File: src/rtl/gray_pkg.sv
// Shared Gray-code helpers and widths for the gray_counter / gray_rx family.
// Functions work on a MAX_W-wide container; narrower values are zero-extended, which leaves the decode unchanged.
package gray_pkg;

  localparam int DEFAULT_WIDTH = 8;
  localparam int TOTAL_W       = 16;
  localparam int MAX_W         = 32;
  localparam int CNT_W         = $clog2(MAX_W + 1);

  function automatic logic [MAX_W-1:0] gray2bin(input logic [MAX_W-1:0] g);
    logic [MAX_W-1:0] b;
    b[MAX_W-1] = g[MAX_W-1];
    for (int i = MAX_W - 2; i >= 0; i--) begin
      b[i] = b[i+1] ^ g[i];
    end
    return b;
  endfunction

  function automatic logic [CNT_W-1:0] popcount(input logic [MAX_W-1:0] v);
    logic [CNT_W-1:0] n;
    n = '0;
    for (int i = 0; i < MAX_W; i++) begin
      n = n + CNT_W'(v[i]);
    end
    return n;
  endfunction

endpackage

File: src/rtl/gray_sync.sv
// SYNC_STAGES-deep synchronizer for a Gray-coded bus; runs every cycle and flushes to zero on reset.
module gray_sync
  import gray_pkg::*;
#(
  parameter int WIDTH       = DEFAULT_WIDTH,
  parameter int SYNC_STAGES = 2
) (
  input  logic             clk,
  input  logic             reset,
  input  logic [WIDTH-1:0] din,
  output logic [WIDTH-1:0] dout
);

  logic [WIDTH-1:0] sync_p [SYNC_STAGES];

  always_ff @(posedge clk) begin
    if (reset) begin
      for (int i = 0; i < SYNC_STAGES; i++) begin
        sync_p[i] <= '0;
      end
    end else begin
      sync_p[0] <= din;
      for (int i = 1; i < SYNC_STAGES; i++) begin
        sync_p[i] <= sync_p[i-1];
      end
    end
  end

  assign dout = sync_p[SYNC_STAGES-1];

endmodule

File: src/rtl/gray_rx_decoder.sv
// Receives an asynchronous Gray count, decodes it to binary and reports per-change delta,
// running total and multi-bit-change errors.
module gray_rx_decoder
  import gray_pkg::*;
#(
  parameter int WIDTH       = DEFAULT_WIDTH,
  parameter int SYNC_STAGES = 2
) (
  input  logic               clk,
  input  logic               reset,
  input  logic               enable,
  input  logic [WIDTH-1:0]   gray_in,
  input  logic               err_clear,
  output logic [WIDTH-1:0]   bin_out,
  output logic               bin_valid,
  output logic [WIDTH-1:0]   delta,
  output logic               err_multi,
  output logic               err_sticky,
  output logic [TOTAL_W-1:0] total
);

  logic [WIDTH-1:0] gs;
  logic [WIDTH-1:0] bin;
  logic [WIDTH-1:0] delta_n;
  logic [CNT_W-1:0] ham;
  logic             changed;
  logic             multi;

  logic [WIDTH-1:0] prev_gray;
  logic [WIDTH-1:0] prev_bin;
  logic             primed;

  gray_sync #(
    .WIDTH       (WIDTH),
    .SYNC_STAGES (SYNC_STAGES)
  ) u_sync (
    .clk   (clk),
    .reset (reset),
    .din   (gray_in),
    .dout  (gs)
  );

  // Combinational decode and compare against the last accepted sample
  always_comb begin
    bin     = WIDTH'(gray2bin(MAX_W'(gs)));
    delta_n = bin - prev_bin;
    ham     = popcount(MAX_W'(gs ^ prev_gray));
    changed = enable && primed && (gs != prev_gray);
    multi   = changed && (ham > CNT_W'(1));
  end

  // Register stage: compare state, outputs and error flags
  always_ff @(posedge clk) begin
    if (reset) begin
      prev_gray  <= '0;
      prev_bin   <= '0;
      primed     <= 1'b0;
      bin_out    <= '0;
      bin_valid  <= 1'b0;
      delta      <= '0;
      err_multi  <= 1'b0;
      err_sticky <= 1'b0;
      total      <= '0;
    end else begin
      bin_valid <= changed;
      err_multi <= multi;
      if (multi) begin
        err_sticky <= 1'b1;
      end else if (err_clear) begin
        err_sticky <= 1'b0;
      end

      if (!enable) begin
        primed <= 1'b0;
      end else if (!primed) begin
        prev_gray <= gs;
        prev_bin  <= bin;
        primed    <= 1'b1;
      end else if (changed) begin
        prev_gray <= gs;
        prev_bin  <= bin;
        bin_out   <= bin;
        delta     <= delta_n;
        total     <= total + TOTAL_W'(delta_n);
      end
    end
  end

endmodule

File: config.mk
export PLATFORM = sky130hd
export DESIGN_NAME = gray_rx_decoder
export DESIGN_NICKNAME = d
export VERILOG_FILES = /design/src/rtl/gray_pkg.sv /design/src/rtl/gray_sync.sv /design/src/rtl/gray_rx_decoder.sv
export SDC_FILE = /design/constraint.sdc
export NUM_CORES = 1
export LEC_CHECK = 0
export CAP_MARGIN = 20
export CORE_ASPECT_RATIO = 0.8
export CORE_UTILIZATION = 45
export CTS_CLUSTER_DIAMETER = 200
export DETAILED_ROUTE_END_ITERATION = 6
export PLACE_DENSITY = 0.69
export SKIP_LAST_GASP = 1
export SYNTH_ARGS = -nofsm -noshare
export SYNTH_HDL_FRONTEND = slang
export SYNTH_SLANG_ARGS = --single-unit
File: constraint.sdc
create_clock -name clk -period 4.9 [get_ports clk]
set_input_delay 0.98 -clock clk [delete_from_list [all_inputs] [get_ports clk]]
set_output_delay 0.98 -clock clk [all_outputs]
set_load 0.01 [all_outputs]
==> results.sh, run 1 <==
export IMPL_fmax_mhz=220
export IMPL_rsz0062_at_grt="no"
export IMPL_antenna_cells=0
export IMPL_crit_chain="xor3_2 > xnor2_4 > xnor2_4 > xor2_4 > inv_4 > xnor2_4 > ha_1 > fa_1 > nor2b_1 > o21a_1 > o21a_1 > o311ai_0 > buf_4 > ha_1 > a21oi_2 > o211ai_1 > a31oi_2 > nor3b_1 > xnor2_1 > nor2_1"
export IMPL_tritoncts="done"
export IMPL_criticalPathCategory="flop to flop"
export IMPL_nets=446
export IMPL_fin_tns_setup_ps=0
export IMPL_drtIter0Drc=89
export IMPL_die_h_um=78.5
export IMPL_grtUsageTotal=0.182
export IMPL_clock_latency_ps=340
export IMPL_synth_ff_type="dfxtp_1"
export IMPL_syn_inst=354
export IMPL_setup_viol=0
export IMPL_cp_required_ps=5130
export IMPL_hold_path_startpoint="u_sync.sync_p[0][0]"
export IMPL_ir_drop_mv=0.214
export IMPL_fin_crit_ps=4550
export IMPL_grt_use_met2=0.291
export IMPL_grt_pass1_wl_mm=11.2
export IMPL_synth_enable_flop_cells=0
export IMPL_hold_viol=0
export IMPL_layout_commonest_cell="dfxtp_1"
export IMPL_worst_slew_pin_slew_ps=770
export IMPL_viasPerCell=5.02
export IMPL_postPlaceCellArea_sq_um=3880
export IMPL_wl_per_cell_um=12.6
export IMPL_slew_headroom=0.486
export IMPL_slowest_delay_ps=510
export IMPL_setup_worst_path_start_class="flop"
export IMPL_crit_arrival_ps=4780
export IMPL_yosysUniqueCellTypes=41
export IMPL_rows=27
export IMPL_die_w_um=97.6
export IMPL_reg2regPathDepth=20
export IMPL_fin_crit_sh=0.929
export IMPL_syn_nets=392
export IMPL_drv_cap=0
export IMPL_end_kind="flop"
export IMPL_clkTransAtPathRegs_ps=70
export IMPL_most_common_layout_cells="dfxtp_1 (66), clkdlybuf4s50_1 (45), nor2_1 (43), nand2_1 (32), nor2b_1 (24)"
export IMPL_fin_util=0.593
export IMPL_grtUsageMet3=0.0445
export IMPL_finalInstanceArea_sq_um=4130
export IMPL_path_common_cell="xnor2_4"
export IMPL_hold_path_depth=1
export IMPL_grt_overflow_total=0
export IMPL_maxSlewViolCount=0
export IMPL_ys_ff_latch=67
export IMPL_reg2reg_from="u_sync.sync_p[0][14]"
export IMPL_final_layout_size_suffix_gt1_frac=0.109
export IMPL_gp_congestion=0.807
export IMPL_top_usage_layer="met2"
export IMPL_seq_area_frac_synth=0.408
export IMPL_clock_skew_final_ps=6.56
export IMPL_start_util=0.472
export IMPL_power_leakage_uw=0.00164
export IMPL_cp_max_fo=4
export IMPL_slowest_stage="xor3_2"
export IMPL_core_area_sq_um=6960
export IMPL_ys_async_sr_fraction=0
export IMPL_total_power_uw=1520
export IMPL_synth_area_sq_um=3290
export IMPL_grt_max_degree=37
export IMPL_ant_nets=0
export IMPL_fill_cells=621
export IMPL_cts_buffers=9
export IMPL_dp_hpwl_mm=4.54
export IMPL_io_buffers=46
export IMPL_clock_sinks=67
export IMPL_ys_warn_count=0
export IMPL_status="complete, no violations"
export IMPL_hold_ws_ps=440
export IMPL_r2r_setup_slack_ps=350
export IMPL_first_pass_iters=4
export IMPL_hold_end="u_sync.sync_p[0][8]"
export IMPL_drc=0
export IMPL_syn_area_per_cell_sq_um=9.29
export IMPL_grt_util_met1=0.238
export IMPL_ios=47
export IMPL_clock_path_buffers=2
export IMPL_cts_root_buf="clkbuf_8"
export IMPL_r2r_end="total[9]"
export IMPL_syn2layout_area_growth_pct=25.5
export IMPL_antenna_found_initial=0
export IMPL_dieArea_sq_um=7650
export IMPL_h_tree_depth=3
export IMPL_routed_wl_mm=6.30
export IMPL_p_per_area_nw_per_um2=369
export IMPL_vias=2511
export IMPL_hp_class="flop to flop"
export IMPL_grt_pass1_vias=2436
==> per-stage QoR <==
step	setup slack, ps	std cells
after floorplan	445	354
after global placement	262	480
after detailed placement	96.8	482
after CTS	36.8	498
after global routing	26.5	500
final	350	500
==> area by class of cell <==
| type | count | area, sq um | share of cell area |
|---|---|---|---|
| inverters | 19 | 73.8 | 0.0179 |
| multi-input cells | 254 | 1850 | 0.449 |
| clock buffers | 9 | 124 | 0.0300 |
| flip-flops and latches | 67 | 1340 | 0.325 |
| repair buffers | 57 | 553 | 0.134 |
| clock inverters | 7 | 68.8 | 0.0167 |
| well taps | 87 | 109 | 0.0264 |
==> state kept, by name (all words and copies together), names as in the netlist <==
name           flops
bin_out            8
bin_valid          1
delta              8
err_multi          1
err_sticky         1
prev_bin           7
prev_gray          8
primed             1
total             16
u_sync.sync_p     16
==> critical path: cells and delay by family (launching register included) <==
| kind | cells | cell delay (ps) |
|---|---|---|
| AOI/OAI and AO/OA | 6 | 1110 |
| xor gates and xnor gates | 6 | 1440 |
| adders and majority gates | 3 | 940 |
| buffers and inverters | 2 | 250 |
| DFF | 1 | 370 |
| and+or+nand+nor | 3 | 300 |
==> metal layers <==
| layer | wire length [um] | part of all wire |
|---|---|---|
| met3 | 290 | 0.046 |
| met5 | 0 | 0 |
| met4 | 99 | 0.016 |
| met2 | 2790 | 0.44 |
| met1 | 3120 | 0.50 |
==> cell families (layout without fill, tap and decap cells) <==
| logic type | Yosys count | after routing | share of synthesized area |
|---|---|---|---|
| AOI/OAI and AO/OA | 60 | 60 | 0.119 |
| xor gates and xnor gates | 32 | 32 | 0.110 |
| adders and majority gates | 26 | 26 | 0.113 |
| buffers and inverters | 33 | 92 | 0.0396 |
| DFF | 67 | 67 | 0.408 |
| muxes | 11 | 11 | 0.0335 |
| and+or+nand+nor | 125 | 125 | 0.178 |
==> how the worst max path moves through the flow <==
stage,startpoint,end,cells past startpoint
floorplan,u_sync.sync_p[0][15],total[9],19
finish,u_sync.sync_p[0][14],total[9],20
CTS,u_sync.sync_p[0][15],total[15],20
global route,u_sync.sync_p[0][14],total[13],20
global placement,u_sync.sync_p[0][15],total[15],20
detailed placement,u_sync.sync_p[0][15],total[15],20
==> cells in the mapped netlist (2+ instances only) <==
cell,instances,share of area
clkbuf_1,9,0.010
nand3_1,3,0.0046
nor2b_1,24,0.046
xor2_1,7,0.019
buf_2,3,0.0046
nor3b_1,2,0.0046
xnor2_4,3,0.025
nand2_1,32,0.037
a21oi_1,24,0.037
a211oi_2,2,0.0076
a211oi_1,10,0.023
nor4_1,6,0.011
buf_1,2,0.0023
dfxtp_1,67,0.41
a21o_1,2,0.0046
nand4_1,2,0.0038
nor3_1,6,0.0091
o21bai_1,2,0.0046
o21a_1,3,0.0068
nand2b_1,3,0.0057
inv_1,18,0.021
o211ai_1,3,0.0068
o21ai_0,6,0.0091
nor2_1,44,0.050
fa_1,6,0.037
ha_1,20,0.076
mux2i_1,11,0.033
xnor2_1,20,0.053
a31oi_1,2,0.0038
==> what timing repair did <==
action                     in CTS  in global routing
setup buffers                   0                  2
hold buffers                    0                  0
resized for setup               0                  7
setup endpoints to repair       0                  7
==> power breakdown <==
| part | switching [uW] | internal (uW) | leakage (uW) |
|---|---|---|---|
| combinational | 259 | 231 | 0.000997 |
| clock | 211 | 233 | 0.0000950 |
| sequential | 18.7 | 573 | 0.000547 |
No activity file was read; power rests on OpenSTA's default activity.
==> inputs of run 2 (changes only) <==
Settings changed: CORE_UTILIZATION 45 to 35, PLACE_DENSITY 0.69 to 0.56.
==> run 2 against run 1 <==
  * Clock power increased by 44%
  * Routed wire length increased by 4.5%
  * Final area increased by 2.8%
  * Critical path depth unchanged
  * Flip-flop and latch count unchanged
  * Largest cell class unchanged
  * Via count decreased by 1.2%
  * Core utilization decreased by 13 points
==> results.sh, run 2 (synthesis results as in run 1) <==
export IMPL_grt_max_degree=36
export IMPL_rsz0062_at_grt="no"
export IMPL_fin_crit_ps=4550
export IMPL_maxSlewViolCount=0
export IMPL_final_cell_count_no_fill=526
export IMPL_syn2layout_area_growth_pct=29.0
export IMPL_clock_latency_ps=330
export IMPL_ant_nets=0
export IMPL_grt_pass1_wl_mm=11.0
export IMPL_clock_sinks=67
export IMPL_crit_arrival_ps=4760
export IMPL_io_buffers=46
export IMPL_cts_root_buf="clkbuf_16"
export IMPL_dp_cells=510
export IMPL_die_h_um=88.7
export IMPL_setup_viol=0
export IMPL_postPlaceCellArea_sq_um=3910
export IMPL_setup_worst_path_start_class="flop"
export IMPL_worst_slack_ps=349
export IMPL_h_tree_depth=3
export IMPL_viasPerCell=4.71
export IMPL_die_w_um=110
export IMPL_nets=445
export IMPL_reg2reg_from="u_sync.sync_p[0][14]"
export IMPL_total_power_uw=1710
export IMPL_clock_skew_final_ps=8.64
export IMPL_slew_headroom=0.304
export IMPL_largestRegisters="total x16, u_sync.sync_p x16"
export IMPL_fmax_mhz=220
export IMPL_dieArea_sq_um=9790
export IMPL_grt_use_met2=0.219
export IMPL_endpoint="total[11]"
export IMPL_grtUsageTotal=0.152
export IMPL_grt_pass1_vias=2298
export IMPL_r2r_setup_slack_ps=350
export IMPL_final_layout_size_suffix_gt1_frac=0.0949
export IMPL_r2r_end="total[11]"
export IMPL_worst_slew_pin_slew_ps=1040
export IMPL_ios=47
export IMPL_end_kind="flop"
export IMPL_drtIter0Drc=73
export IMPL_status="complete, no violations"
export IMPL_p_per_area_nw_per_um2=404
export IMPL_antenna_cells=0
export IMPL_antenna_found_initial=0
export IMPL_dp_hpwl_mm=4.72
export IMPL_wl_per_cell_um=12.5
export IMPL_cp_required_ps=5110
export IMPL_power_leakage_uw=0.00168
export IMPL_layout_commonest_cell="dfxtp_1"
export IMPL_fin_tns_setup_ps=0
export IMPL_clock_path_buffers=2
export IMPL_grtUsageMet3=0.0560
export IMPL_startpoint="u_sync.sync_p[0][14]"
export IMPL_rows=31
export IMPL_criticalPathCategory="flop to flop"
export IMPL_drv_cap=0
export IMPL_cts_buffers=9
export IMPL_start_util=0.362
export IMPL_top_usage_layer="met2"
export IMPL_post_place_ws_ps=133
export IMPL_most_common_layout_cells="dfxtp_1 (66), clkdlybuf4s50_1 (45), nor2_1 (43), nand2_1 (32)"
export IMPL_grt_util_met1=0.201
export IMPL_drc=0
export IMPL_vias=2480
export IMPL_cts_hold_buf=0
export IMPL_tritoncts="done"
export IMPL_first_pass_iters=4
export IMPL_reg2regPathDepth=20
export IMPL_hp_class="flop to flop"
export IMPL_gp_congestion=0.868
export IMPL_clkTransAtPathRegs_ps=60
export IMPL_hold_viol=0
export IMPL_cp_max_fo=4
export IMPL_routed_wl_mm=6.58
export IMPL_fill_cells=905
export IMPL_grt_overflow_total=0
export IMPL_finalInstanceArea_sq_um=4240
export IMPL_fin_crit_sh=0.929
export IMPL_core_area_sq_um=9080
export IMPL_ir_drop_mv=0.290
[run 2: changes by cell type in the layout (fill, tap and decap cells not counted)]
cell,delta
clkbuf_1,+2
clkinv_2,-2
clkbuf_16,+9
o21ai_1,+1
clkinv_4,-1
a21oi_1,+1
buf_8,-1
clkbuf_8,-7
o21ai_2,-1
o311ai_1,+1
clkinvlp_4,-2
a21oi_2,-1
o311ai_0,-1
[run 2: worst max-delay path, stage by stage, from the launching register on]
cell and delay (ps):
dfxtp_2 360, xor3_2 530, xnor2_4 190, xnor2_4 270, xor2_4 220, inv_4 80, xnor2_4 140, ha_1 250
fa_1 400, nor2b_1 120, o21a_1 160, o21a_1 150, o311ai_1 110, buf_4 160, ha_1 280, a21oi_1 190
o21ai_1 150, a31oi_2 320, nor3_1 100, xnor2_1 190, nor2_1 60
[run 2: stage by stage]
step           utilization  hold WS (ps)
2_1_floorplan            -           414
3_3_place_gp         0.429           424
3_5_place_dp         0.431           420
4_1_cts              0.464           432
5_1_grt              0.467           455
6_report             0.467           432
[run 2: how the worst min path moves through the flow]
stage,start,end,slack [ps],cells after the start
after CTS,u_sync.sync_p[0][6],u_sync.sync_p[0][14],430,1
final,u_sync.sync_p[0][6],u_sync.sync_p[0][14],430,1
after global placement,u_sync.sync_p[0][6],u_sync.sync_p[0][14],420,1
after floorplan,u_sync.sync_p[0][2],u_sync.sync_p[0][10],410,1
after detailed placement,u_sync.sync_p[0][6],u_sync.sync_p[0][14],420,1
after global routing,u_sync.sync_p[0][6],u_sync.sync_p[0][14],450,1
[run 2: report_power, final]
group          total, uW  internal (uW)  switching (uW)
clock network        640            418             222
logic                479            227             253
registers            593            574            18.9
total               1710           1220             493
[run 2: layout make-up]
type	count	area, sq um	area share
clock buffer	13	260	0.0614
sequential	67	1340	0.317
multi-input combinational	254	1850	0.436
clock inverter	2	35.0	0.00826
tap	115	144	0.0339
timing repair buffer	56	538	0.127
inverter	19	73.8	0.0174
[run 2: per-layer routing]
| layer | up-vias | wire length (um) |
|---|---|---|
| met4 | 0 | 116 |
| met2 | 45 | 2700 |
| met3 | 10 | 310 |
| met1 | 1133 | 3460 |
| met5 | - | 0 |
| li1 | 1292 | - |
[run 2: what timing repair did]
| item | CTS | global route |
|---|---|---|
| setup endpoints to repair | 0 | 6 |
| resized for setup | 0 | 6 |
| buffers inserted | 0 | 1 |
==> inputs of run 3 (changes only) <==
Settings changed: RECOVER_POWER from default to 25.
==> run 3 against run 2 <==
  * Routed wire length about the same
  * Register-to-register slack about the same
  * Worst hold slack unchanged
  * Sequential power about the same
  * Clock power about the same
  * Final area about the same
  * Setup slack about the same
  * Critical path depth unchanged
  * Non-clock buffer count unchanged
  * Via count about the same
  * Largest cell class unchanged
  * Highest routed layer unchanged
  * Maximum frequency about the same
  * Flip-flop and latch count unchanged
==> results.sh, run 3 (synthesis results as in run 1) <==
export IMPL_status="complete, no violations"
export IMPL_fin_tns_setup_ps=0
export IMPL_start_util=0.362
export IMPL_drtIter0Drc=75
export IMPL_clock_path_buffers=2
export IMPL_grt_use_met2=0.219
export IMPL_routed_wl_mm=6.58
export IMPL_clock_latency_ps=330
export IMPL_setup_worst_path_start_class="flop"
export IMPL_worst_slew_pin_slew_ps=1470
export IMPL_dp_hpwl_mm=4.72
export IMPL_hp_class="flop to flop"
export IMPL_criticalPathCategory="flop to flop"
export IMPL_power_leakage_uw=0.00170
export IMPL_end_kind="flop"
export IMPL_grtUsageTotal=0.152
export IMPL_top_usage_layer="met2"
export IMPL_gp_congestion=0.868
export IMPL_final_cell_count_no_fill=526
export IMPL_io_buffers=46
export IMPL_drc=0
export IMPL_hold_viol=0
export IMPL_die_w_um=110
export IMPL_maxSlewViolCount=0
export IMPL_vias=2481
export IMPL_setup_viol=0
export IMPL_post_place_ws_ps=133
export IMPL_fin_crit_ps=4550
export IMPL_ant_nets=0
export IMPL_cp_max_fo=4
export IMPL_p_per_area_nw_per_um2=403
export IMPL_drv_cap=0
export IMPL_grtUsageMet3=0.0560
export IMPL_wl_per_cell_um=12.5
export IMPL_grt_pass1_wl_mm=11.0
export IMPL_slew_headroom=0.0200
export IMPL_viasPerCell=4.72
export IMPL_first_pass_iters=4
export IMPL_r2r_setup_slack_ps=350
export IMPL_grt_util_met1=0.201
export IMPL_crit_arrival_ps=4760
export IMPL_nets=445
export IMPL_fill_cells=906
export IMPL_final_layout_size_suffix_gt1_frac=0.0925
export IMPL_h_tree_depth=3
export IMPL_total_power_uw=1710
export IMPL_grt_pass1_vias=2298
export IMPL_clock_sinks=67
export IMPL_grt_overflow_total=0
export IMPL_clkTransAtPathRegs_ps=60
export IMPL_die_h_um=88.7
export IMPL_clock_skew_final_ps=8.64
export IMPL_dp_cells=510
export IMPL_ir_drop_mv=0.290
export IMPL_dieArea_sq_um=9790
export IMPL_cp_required_ps=5110
export IMPL_layout_commonest_cell="dfxtp_1"
export IMPL_antenna_cells=0
export IMPL_cts_root_buf="clkbuf_16"
export IMPL_grt_max_degree=36
export IMPL_worst_slack_ps=348
export IMPL_core_area_sq_um=9080
export IMPL_rsz0062_at_grt="no"
export IMPL_rows=31
export IMPL_cts_buffers=9
export IMPL_tritoncts="done"
export IMPL_antenna_found_initial=0
export IMPL_hold_ws_ps=432
export IMPL_most_common_layout_cells="dfxtp_1 (66), nor2_1 (43), clkdlybuf4s50_1 (37), nand2_1 (32)"
export IMPL_syn2layout_area_growth_pct=28.9
export IMPL_fin_crit_sh=0.929
export IMPL_largestRegisters="total x16, u_sync.sync_p x16"
export IMPL_fmax_mhz=220
export IMPL_ios=47
[run 3: cell count changes in the layout (fill, tap and decap cells not counted)]
cell / previous run / this run
clkbuf_1: 2 / 3
clkdlybuf4s50_1: 45 / 37
dlygate4sd3_1: 0 / 8
buf_2: 1 / 0
[run 3: cell type report]
class                           count  area [sq um]  area share
Tap cell                          115           144      0.0339
Clock inverter                      2          35.0     0.00826
Timing Repair Buffer               56           537       0.127
Clock buffer                       13           260      0.0614
Sequential cell                    67          1340       0.317
Multi-Input combinational cell    254          1850       0.436
Inverter                           19          73.8      0.0174
[run 3: critical path: stages (launching register included)]
cell and delay [ps]:
dfxtp_2 360, xor3_2 530, xnor2_4 190, xnor2_4 270, xor2_4 220, inv_4 80, xnor2_4 140, ha_1 250
fa_1 400, nor2b_1 120, o21a_1 160, o21a_1 150, o311ai_1 110, buf_4 160, ha_1 280, a21oi_1 190
o21ai_1 150, a31oi_2 320, nor3_1 100, xnor2_1 190, nor2_1 60
[run 3: layer usage]
layer  part of all wire  vias to the layer above
li1                   -                     1293
met1               0.53                     1133
met2               0.41                       45
met3              0.047                       10
met4              0.018                        0
met5                  0                        -
[run 3: what timing repair did]
item,CTS,global route
hold buffers,0,0
setup endpoints to repair,0,6
buffers inserted,0,1
gates resized for setup,0,6
[run 3: metrics by stage]
step,area [sq um],util
finish,4240,0.467
global route,4240,0.467
CTS,4210,0.464
detailed placement,3910,0.431
global placement,3900,0.429
floorplan,3290,-
[run 3: worst paths after layout]
check | startpoint | end | depth (start not counted)
hold reg to reg | u_sync.sync_p[0][6] | u_sync.sync_p[0][14] | 1
setup / recovery | u_sync.sync_p[0][14] | total[11] | 20
hold / removal | u_sync.sync_p[0][6] | u_sync.sync_p[0][14] | 1
setup reg to reg | u_sync.sync_p[0][14] | total[11] | 20
[run 3: power breakdown]
part	internal, uW	total (uW)	switching [uW]
clock	418	640	222
combinational	225	478	253
sequential	574	593	18.7
